<file path="config.mk">
export PLATFORM = sky130hd
export DESIGN_NAME = q_learning_sequencer
export DESIGN_NICKNAME = d
export VERILOG_FILES = /design/src/rtl/q_learning_sequencer.sv
export SDC_FILE = /design/constraint.sdc
export NUM_CORES = 1
export LEC_CHECK = 0
export CAP_MARGIN = 20
export CORE_ASPECT_RATIO = 0.9
export CORE_UTILIZATION = 46
export CTS_CLUSTER_DIAMETER = 60
export CTS_CLUSTER_SIZE = 30
export DETAILED_ROUTE_END_ITERATION = 7
export PLACE_DENSITY = 0.75
export SLEW_MARGIN = 20
export SYNTH_ARGS = -nofsm -noshare
export SYNTH_HDL_FRONTEND = slang
export SYNTH_SLANG_ARGS = --single-unit
</file>
<file path="constraint.sdc">
create_clock -name clk -period 2.61 [get_ports clk]
set_input_delay 0.522 -clock clk [delete_from_list [all_inputs] [get_ports clk]]
set_output_delay 0.522 -clock clk [all_outputs]
set_load 0.02 [all_outputs]
</file>
<file path="src/rtl/q_learning_sequencer.sv">
// q_learning_sequencer
//   Step controller for the Q-learning accelerator. Each iteration walks
//   FETCH -> WAIT_Q -> DECIDE -> ENV -> UPDATE -> NEXT, then either loops
//   back to FETCH or stops in DONE once `iteration` reaches the latched
//   budget. Episodes restart from the latched start state on a terminal
//   next state or after MAX_STEPS steps.
//
// Ports
//   clk, rst            clock, async active-high reset
//   start               run request (accepted in IDLE/DONE only)
//   total_iteration_in  iteration budget, latched on accepted start
//   start_state         episode start state, latched on accepted start
//   q_rd_en/q_rd_addr   one-cycle Q-row read request, row = cur_state
//   q_rd_valid          Q row ready at the action determiner
//   ad_en / act         action determiner window / chosen action
//   iteration           completed updates this run
//   total_iteration     latched budget
//   env_req/env_state/env_act, env_ack/env_next_state/env_terminal
//                       environment step handshake
//   upd_en / upd_done   Q-update trigger / completion
//   cur_state, episode  current state, completed episodes
//   busy, done          running flag, one-cycle completion pulse
module q_learning_sequencer #(
  parameter int STATE_W   = 4,
  parameter int ITER_W    = 12,
  parameter int AD_LAT    = 1,
  parameter int MAX_STEPS = 64
) (
  input  logic               clk,
  input  logic               rst,
  input  logic               start,
  input  logic [ITER_W-1:0]  total_iteration_in,
  input  logic [STATE_W-1:0] start_state,
  output logic               q_rd_en,
  output logic [STATE_W-1:0] q_rd_addr,
  input  logic               q_rd_valid,
  output logic               ad_en,
  input  logic [1:0]         act,
  output logic [ITER_W-1:0]  iteration,
  output logic [ITER_W-1:0]  total_iteration,
  output logic               env_req,
  output logic [STATE_W-1:0] env_state,
  output logic [1:0]         env_act,
  input  logic               env_ack,
  input  logic [STATE_W-1:0] env_next_state,
  input  logic               env_terminal,
  output logic               upd_en,
  input  logic               upd_done,
  output logic [STATE_W-1:0] cur_state,
  output logic [15:0]        episode,
  output logic               busy,
  output logic               done
);

  localparam logic [2:0] S_IDLE   = 3'd0;
  localparam logic [2:0] S_FETCH  = 3'd1;
  localparam logic [2:0] S_WAIT_Q = 3'd2;
  localparam logic [2:0] S_DECIDE = 3'd3;
  localparam logic [2:0] S_ENV    = 3'd4;
  localparam logic [2:0] S_UPDATE = 3'd5;
  localparam logic [2:0] S_NEXT   = 3'd6;
  localparam logic [2:0] S_DONE   = 3'd7;

  logic [2:0]         state;
  logic [AD_LAT:0]    vld_pipe;     // one-hot position inside the ad_en window
  logic [15:0]        step_cnt;
  logic [STATE_W-1:0] start_state_q;
  logic [STATE_W-1:0] nxt_state_q;
  logic               term_q;

  logic [ITER_W-1:0]  iter_inc;
  logic [15:0]        step_inc;
  logic               ep_end;

  assign iter_inc = iteration + ITER_W'(1);
  assign step_inc = step_cnt + 16'd1;
  assign ep_end   = term_q || (step_inc == 16'(MAX_STEPS));

  // Both views of the current state come straight from the cur_state flop.
  assign q_rd_addr = cur_state;
  assign env_state = cur_state;

  always_ff @(posedge clk or posedge rst) begin
    if (rst) begin
      state           <= S_IDLE;
      vld_pipe        <= '0;
      step_cnt        <= '0;
      start_state_q   <= '0;
      nxt_state_q     <= '0;
      term_q          <= 1'b0;
      q_rd_en         <= 1'b0;
      ad_en           <= 1'b0;
      iteration       <= '0;
      total_iteration <= '0;
      env_req         <= 1'b0;
      env_act         <= '0;
      upd_en          <= 1'b0;
      cur_state       <= '0;
      episode         <= '0;
      busy            <= 1'b0;
      done            <= 1'b0;
    end else begin
      // single-cycle strobes
      q_rd_en <= 1'b0;
      upd_en  <= 1'b0;
      done    <= 1'b0;
      case (state)
        S_IDLE, S_DONE: begin
          if (start) begin
            total_iteration <= total_iteration_in;
            start_state_q   <= start_state;
            cur_state       <= start_state;
            iteration       <= '0;
            step_cnt        <= '0;
            episode         <= '0;
            if (total_iteration_in == '0) begin
              state <= S_DONE;
              done  <= 1'b1;
              busy  <= 1'b0;
            end else begin
              state   <= S_FETCH;
              q_rd_en <= 1'b1;
              busy    <= 1'b1;
            end
          end
        end
        S_FETCH: state <= S_WAIT_Q;
        S_WAIT_Q: begin
          if (q_rd_valid) begin
            state    <= S_DECIDE;
            ad_en    <= 1'b1;
            vld_pipe <= (AD_LAT+1)'(1);
          end
        end
        S_DECIDE: begin
          // act is trusted only after AD_LAT cycles of ad_en
          if (vld_pipe[AD_LAT]) begin
            env_act  <= act;
            ad_en    <= 1'b0;
            env_req  <= 1'b1;
            vld_pipe <= '0;
            state    <= S_ENV;
          end else begin
            vld_pipe <= vld_pipe << 1;
          end
        end
        S_ENV: begin
          if (env_ack) begin
            env_req     <= 1'b0;
            nxt_state_q <= env_next_state;
            term_q      <= env_terminal;
            upd_en      <= 1'b1;
            state       <= S_UPDATE;
          end
        end
        S_UPDATE: begin
          // upd_done may coincide with the upd_en cycle
          if (upd_done) state <= S_NEXT;
        end
        S_NEXT: begin
          iteration <= iter_inc;
          if (ep_end) begin
            episode   <= episode + 16'd1;
            step_cnt  <= '0;
            cur_state <= start_state_q;
          end else begin
            step_cnt  <= step_inc;
            cur_state <= nxt_state_q;
          end
          if (iter_inc == total_iteration) begin
            state <= S_DONE;
            done  <= 1'b1;
            busy  <= 1'b0;
          end else begin
            state   <= S_FETCH;
            q_rd_en <= 1'b1;
          end
        end
        default: state <= S_IDLE;
      endcase
    end
  end

endmodule

</file>
==> summary.md, run 1 <==
| Metric | Value |
|---|---|
| Run status | finished, final reports clean |
| Die Width | between 100 and 150 microns |
| Initial core utilization | 0.483 |
| Final core utilization | 0.623 |
| Power share of the clock group | 0.228 |
| Critical path cell sequence | nand3_1 -> or3_4 -> a2111oi_4 -> and4_4 -> a21oi_4 -> buf_4 -> nor4b_1 -> a211o_1 |
| Clock Sink Count | 82 |
| Final count of negative-setup-slack endpoints | 0 |
| Die outline area | 10800 sq um |
| Post-Syn Area per Cell | 8.89 sq um |
| Top-count cell post-synth | sky130_fd_sc_hd__nand2_1 |
| Flip-flop and latch count after synthesis | 82 |
| Rows | 34 |
| Max stage delay on crit path | approximately 430 ps |
| Max-cap check violation count | 0 |
| Data arrival time at the worst-slack endpoint | ~2800 ps |
| Seq. cell area | 2060 sq um |
| Endpoint required time on the critical path | 2890 ps |
| Multi-input gate area in the final layout | ~2500 sq um |
| Number of enable flip-flop cells after synthesis | 0 |
| Family with the most delay on the worst path | simple AND/OR/NAND/NOR gates |
| CORE AREA | 9910 sq um |
| Net count after synthesis | ~570 |
| Die outline height | between 90 and 100 microns |
| Fin crit share | 0.955 |
| Type of origin of the critical path | flop |
| Maximum net fanout on the critical path | 6 |
| Number of buffer and inverter stages on the critical path | 1 |
| Via count of the first global-routing pass | around 4200 |
| Number of nets still failing antenna checks after routing | 0 |
| Via density per instance | between 5 and 6 |
| Switching power summed over all nets | 2250 uW |
| I/O Pins | 89 |
| Post-synth top area share | 0.428 |
| Final hold slack | 474 ps |
| Placer's final routability congestion estimate | around 0.9 |
| Worst clock skew | roughly 4.2 ps |
| Number of detailed-route iterations in the first pass | 5 |
| Root buffer cell | sky130_fd_sc_hd__clkbuf_16 |
| Worst-case clock buffer depth | 2 |
| Pwr Density | around 930 nW/um^2 |
| Hold/Removal Path Class | reg -> reg |
| Tmin final | about 2500 ps |
| Setup crit end kind | flop |
| Post-synthesis async set-or-reset flop share | 1.00 |
| Tot Pwr | ~5800 uW |
| Layout cells sized above 1 | 0.115 |
| Number of antenna violations at the first check in global routing | 0 |
| Number of nets in the final layout | 654 |
| Commonest cells in the synthesized netlist | sky130_fd_sc_hd__nand2_1 (94), sky130_fd_sc_hd__dfrtp_1 (82), sky130_fd_sc_hd__nand3_1 (39), sky130_fd_sc_hd__o21ai_0 (39), sky130_fd_sc_hd__clkbuf_1 (26) |
| Filler cell count | 808 |
| Global-route wire length before repair | 20.4 mm |
| Sequential-to-total area share from yosys stat | 0.428 |
| CTS tree | yes |
| Dpl cells | 735 |
| Flop pwr share | 0.339 |
| Final number of hold-violating endpoints | 0 |
| Wirelength per Cell | 16.5 microns |
| Global routing usage summed across all routing layers | 0.241 |
| Worst max-slew margin expressed relative to the limit | 0.521 |
| Clock input transition at the sequential cells of the worst setup and hold paths | roughly 60 ps |
| Placed wire-length estimate after detailed placement | roughly 8.6 mm |
| Routed wire length | 12.4 mm |
| LEAKAGE | 0.00262 uW |
| Post-synthesis instance area | 4790 sq um |
| H-tree depth reported by CTS | 3 |
| Largest area contributor in the netlist | sky130_fd_sc_hd__dfrtp_1 |
| VDD IR-drop max | 0.000550 V |
| Comb pwr share | 0.433 |
| Hold buffers post-CTS | 0 |
| Drc violations | 0 |
| Syn. warnings | 0 |
| Maximum number of pins on one net before global-route repair | 47 |
| Type of the worst setup path | reg -> reg |
| Cells after synthesis | between 500 and 600 |
| Clock buffers created by TritonCTS | 9 |
| Iter 0 DRT Violations | 231 |
| Inserted Diodes | 0 |
| Clock network latency to the later pin of the worst-skew pair | approximately 340 ps |
| Worst path slowest cell | sky130_fd_sc_hd__dfrtp_1 |
| Detailed-route via count | ~4400 |
| Number of library cell types mapped by synthesis | just over 60 |
| Total of buffers placed on input and output ports | a little under 90 |
| Max-slew violation count | 0 |
| Number of cells in the finished layout apart from fillers | around 750 |
| Transition time at the pin with the least slew margin | approximately 720 ps |
| Area contributors post-synth | sky130_fd_sc_hd__dfrtp_1 (43%), sky130_fd_sc_hd__nand2_1 (7.4%), sky130_fd_sc_hd__nand3_1 (4.1%) |
| Leading register cell type out of synthesis | sky130_fd_sc_hd__dfrtp_1 |
| Area delta synth->final | 28.9% |
| Fmax achieved | roughly 400 MHz |
| Internal power summed over all cells | around 3500 uW |
| Overall overflow remaining after global route | 0 |
| Switching Fraction | 0.392 |
registers in the layout, indices dropped and copies added, names as in the netlist:
signal,count
term_q,1
busy,1
ad_en,1
vld_pipe,2
env_act,2
nxt_state_q,4
state,3
start_state_q,4
done,1
step_cnt,16
total_iteration,12
iteration,12
cur_state,4
upd_en,1
env_req,1
q_rd_en,1
episode,16
stage by stage:
stage                     setup WS, ps  cell area, sq um  setup TNS [ps]
after global routing             -5.92              6170           -11.8
after global placement             205              5820               0
after floorplan                    196              4790               0
after CTS                         62.5              6120               0
after detailed placement          89.1              5820               0
final                              118              6170               0
cell families (layout without fill, tap and decap cells):
family	Yosys count	count (layout)	share of synthesized area
adders and majority gates	3	3	0.00784
muxes	14	14	0.0316
AOI/OAI and AO/OA	130	130	0.193
buffers and inverters	60	148	0.0601
xor gates and xnor gates	24	24	0.0468
DFF	82	82	0.428
and+or+nand+nor	226	226	0.232
power by group through the flow:
stage	clock network, uW	registers (uW)	logic [uW]
final	1310	1950	2490
after CTS	1330	1950	2510
after detailed placement	0	1960	2500
after global placement	0	1950	2430
after floorplan	0	2070	1470
after global routing	1390	2000	2710
area by class of cell:
class | instances | area share
flip-flops and latches | 82 | 0.333
repair buffers | 117 | 0.180
clock buffers | 13 | 0.0421
well taps | 126 | 0.0255
inverters | 15 | 0.00973
multi-input cells | 397 | 0.402
clock inverters | 3 | 0.00750
path summary, 6_finish.rpt:
| check | from | end | slack (ps) | cells past startpoint |
|---|---|---|---|---|
| setup reg to reg | step_cnt[5] | episode[14] | 120 | 8 |
| setup / recovery | step_cnt[5] | episode[14] | 120 | 8 |
| hold reg to reg | start_state_q[1] | start_state_q[1] | 470 | 2 |
| max in group asynchronous | rst | env_req | 1480 | 3 |
| min in group asynchronous | rst | total_iteration[8] | 540 | 2 |
| hold / removal | start_state_q[1] | start_state_q[1] | 470 | 2 |
timing repair:
item / in CTS / in global routing
resized for setup: 0 / 12
endpoints found under the setup margin: 0 / 17
buffers inserted: 0 / 2
hold endpoints to repair: 0 / 0
metal layers:
metal,global-route usage,up-vias,part of all wire
met5,0,-,0
met4,0.0821,0,0.014
met3,0.0661,14,0.062
met2,0.396,149,0.50
met1,0.306,2147,0.43
li1,-,2114,-
layout by cell type (no fill, tap or decap), types with 3 or more instances in the layout:
cell,synthesis,routed
sky130_fd_sc_hd__or3_1,4,4
sky130_fd_sc_hd__nor2_1,23,23
sky130_fd_sc_hd__dfrtp_1,82,79
sky130_fd_sc_hd__o22ai_1,5,5
sky130_fd_sc_hd__a32o_1,3,3
sky130_fd_sc_hd__mux2i_1,5,5
sky130_fd_sc_hd__nand4_1,13,13
sky130_fd_sc_hd__nand3_1,39,39
sky130_fd_sc_hd__nor4b_1,3,3
sky130_fd_sc_hd__ha_1,3,3
sky130_fd_sc_hd__o211ai_1,8,8
sky130_fd_sc_hd__inv_1,15,14
sky130_fd_sc_hd__nand2_1,94,94
sky130_fd_sc_hd__clkdlybuf4s50_1,0,88
sky130_fd_sc_hd__xor2_1,7,7
sky130_fd_sc_hd__and2_1,4,4
sky130_fd_sc_hd__xnor2_1,16,16
sky130_fd_sc_hd__nor3_1,6,4
sky130_fd_sc_hd__dfrtp_2,0,3
sky130_fd_sc_hd__a21oi_1,15,15
sky130_fd_sc_hd__buf_4,9,28
sky130_fd_sc_hd__o31ai_1,12,12
sky130_fd_sc_hd__clkbuf_16,0,9
sky130_fd_sc_hd__o21ai_0,39,38
sky130_fd_sc_hd__a31oi_1,14,14
sky130_fd_sc_hd__nor4_1,9,7
sky130_fd_sc_hd__and3_1,15,15
sky130_fd_sc_hd__a21o_1,5,5
sky130_fd_sc_hd__mux2_2,9,9
sky130_fd_sc_hd__a21boi_0,4,4
worst reg2reg max path, cell delays in order (launching register included):
cell                        delay (ps)
sky130_fd_sc_hd__dfrtp_1           430
sky130_fd_sc_hd__nand3_1           120
sky130_fd_sc_hd__or3_4             390
sky130_fd_sc_hd__a2111oi_4         420
sky130_fd_sc_hd__and4_4            310
sky130_fd_sc_hd__a21oi_4            70
sky130_fd_sc_hd__buf_4             200
sky130_fd_sc_hd__nor4b_1           350
sky130_fd_sc_hd__a211o_1           150
Note: power is estimated with default switching activity, not from simulation.
==> run 2: changes to the inputs <==
Settings changed: CORE_UTILIZATION 46 to 41, PLACE_DENSITY 0.75 to 0.68.
==> summary.md, run 2 (same netlist as run 1, synthesis figures left out) <==
| Metric | Value |
|---|---|
| Largest registers ranked by flip-flop count | episode (16), step_cnt (16) |
| Transition time at the pin with the least slew margin | between 1000 and 1500 ps |
| Global-route wire length before repair | approximately 20 mm |
| Overall overflow remaining after global route | 0 |
| Die outline area | between 10000 and 15000 sq um |
| I/O Pins | 89 |
| Drc violations | 0 |
| VDD IR-drop max | between 0.0007 and 0.0008 V |
| Hold buffers post-CTS | 0 |
| End of the worst register-to-register path | step_cnt[12] |
| Most frequent standard cell in the layout excluding fill and tap cells | sky130_fd_sc_hd__nand2_1 |
| Final setup margin | 79.6 ps |
| Maximum number of pins on one net before global-route repair | 35 |
| LEAKAGE | around 0.0026 uW |
| Iter 0 DRT Violations | 245 |
| Run status | finished, final reports clean |
| Via count of the first global-routing pass | roughly 4200 |
| Fin crit share | 0.969 |
| CTS tree | yes |
| Rows | 37 |
| Area delta synth->final | 30.3% |
| Number of antenna violations at the first check in global routing | 0 |
| Total of buffers placed on input and output ports | a little under 90 |
| Fmax achieved | about 400 MHz |
| Worst R2R Path Depth | 9 |
| Worst-case clock buffer depth | 2 |
| Most heavily used metal layer in global routing | met2 |
| Placed wire-length estimate after detailed placement | roughly 8.4 mm |
| Met2 layer usage reported by global route | 0.338 |
| Die outline height | about 100 microns |
| Root buffer cell | sky130_fd_sc_hd__clkbuf_16 |
| Setup slack after placement | around 31 ps |
| Clock buffers created by TritonCTS | 9 |
| Number of detailed-route iterations in the first pass | 5 |
| Endpoint required time on the critical path | about 2900 ps |
| Die Width | roughly 120 microns |
| Setup crit end kind | flop |
| Final count of negative-setup-slack endpoints | 0 |
| Worst-case register-to-register setup slack | between 70 and 80 ps |
| Tmin final | around 2500 ps |
| Highest-count cells in the layout ignoring fill and taps | sky130_fd_sc_hd__nand2_1 (94), sky130_fd_sc_hd__clkdlybuf4s50_1 (88), sky130_fd_sc_hd__dfrtp_1 (80) |
| Placer's final routability congestion estimate | between 0.8 and 0.9 |
| Data arrival time at the worst-slack endpoint | between 2000 and 3000 ps |
| Initial core utilization | 0.421 |
| Clock Sink Count | 82 |
| CORE AREA | about 11000 sq um |
| Layout cells sized above 1 | 0.112 |
| Routed wire length | approximately 12 mm |
| H-tree depth reported by CTS | 3 |
| Type of the worst setup path | reg -> reg |
| Global routing usage summed across all routing layers | 0.209 |
| Worst clock skew | ~6.5 ps |
| Final number of hold-violating endpoints | 0 |
| Max-cap check violation count | 0 |
| Worst max-slew margin expressed relative to the limit | 0.305 |
| Detailed-route via count | 4444 |
| Pwr Density | approximately 940 nW/um^2 |
| Wirelength per Cell | roughly 16 microns |
| Number of nets still failing antenna checks after routing | 0 |
| Sum Neg Setup Slack | 0 ps |
| Via density per instance | about 5.7 |
| Max-slew violation count | 0 |
| Maximum net fanout on the critical path | 16 |
| Number of nets in the final layout | between 600 and 700 |
| Met1 Usage GRT | 0.274 |
| Met3 track demand over resource | 0.0574 |
| Type of origin of the critical path | flop |
| Clock network latency to the later pin of the worst-skew pair | approximately 340 ps |
| Inserted Diodes | 0 |
| Clock input transition at the sequential cells of the worst setup and hold paths | about 60 ps |
| Capture point of the critical path | step_cnt[12] |
| Filler cell count | 1034 |
| Hold/Removal Path Class | reg -> reg |
| Origin of the critical flop-to-flop path | step_cnt[4] |
| Timing startpoint of the critical path | step_cnt[4] |
==> run 2: through the flow <==
stage | instance area (sq um) | cells | utilization | power [uW] | hold slack [ps]
floorplan | 4790 | 539 | - | 3540 | 445
global placement | 5860 | 764 | 0.514 | 4400 | 458
detailed placement | 5860 | 764 | 0.514 | 4450 | 470
CTS | 6190 | 779 | 0.544 | 5910 | 483
global route | 6240 | 780 | 0.548 | 6220 | 509
finish | 6240 | 780 | 0.548 | 5870 | 478
==> run 2: how the worst min path moves through the flow <==
stage / end / slack (ps) / from / depth (start not counted)
after floorplan: start_state_q[0] / 450 / start_state_q[0] / 2
final: start_state_q[3] / 480 / start_state_q[3] / 2
after global placement: start_state_q[3] / 460 / start_state_q[3] / 2
after global routing: start_state_q[3] / 510 / start_state_q[3] / 2
after detailed placement: start_state_q[3] / 470 / start_state_q[3] / 2
after CTS: start_state_q[3] / 480 / start_state_q[3] / 2
==> run 2: layout make-up <==
class | instances | area [sq um] | area share
multi-input cells | 397 | 2490 | 0.399
repair buffers | 115 | 1110 | 0.178
flip-flops and latches | 82 | 2050 | 0.329
clock buffers | 10 | 229 | 0.0367
well taps | 156 | 195 | 0.0313
clock inverters | 5 | 104 | 0.0166
inverters | 15 | 60.1 | 0.00963
==> run 2: critical path, stage by stage (launching register included) <==
cell                       delay, ps
sky130_fd_sc_hd__dfrtp_1         430
sky130_fd_sc_hd__nand4_1         140
sky130_fd_sc_hd__buf_4           200
sky130_fd_sc_hd__o311ai_0        420
sky130_fd_sc_hd__o21ai_1         190
sky130_fd_sc_hd__a31oi_2         280
sky130_fd_sc_hd__o211ai_2        130
sky130_fd_sc_hd__buf_4           230
sky130_fd_sc_hd__or3_1           340
sky130_fd_sc_hd__o21ai_0          80
==> run 2: what timing repair did <==
item,CTS,global route
gates resized for setup,0,11
setup endpoints to repair,0,16
setup buffers,0,1
==> run 2: routing by layer <==
metal	wire length, microns	up-vias
met4	166	0
met3	758	15
met1	5510	2175
li1	-	2104
met5	0	-
met2	5900	150
==> run 2: power by group <==
group          total [uW]  switching [uW]  internal, uW
Clock                1430             504           930
Combinational        2500            1390          1110
Sequential           1940             352          1590
Total                5870            2240          3630
==> run 3: changes to the inputs <==
Settings changed: SLEW_MARGIN 20 to default.
==> results of run 3 <==
No change in the layout: final DEF, timing and power equal those of run 2.
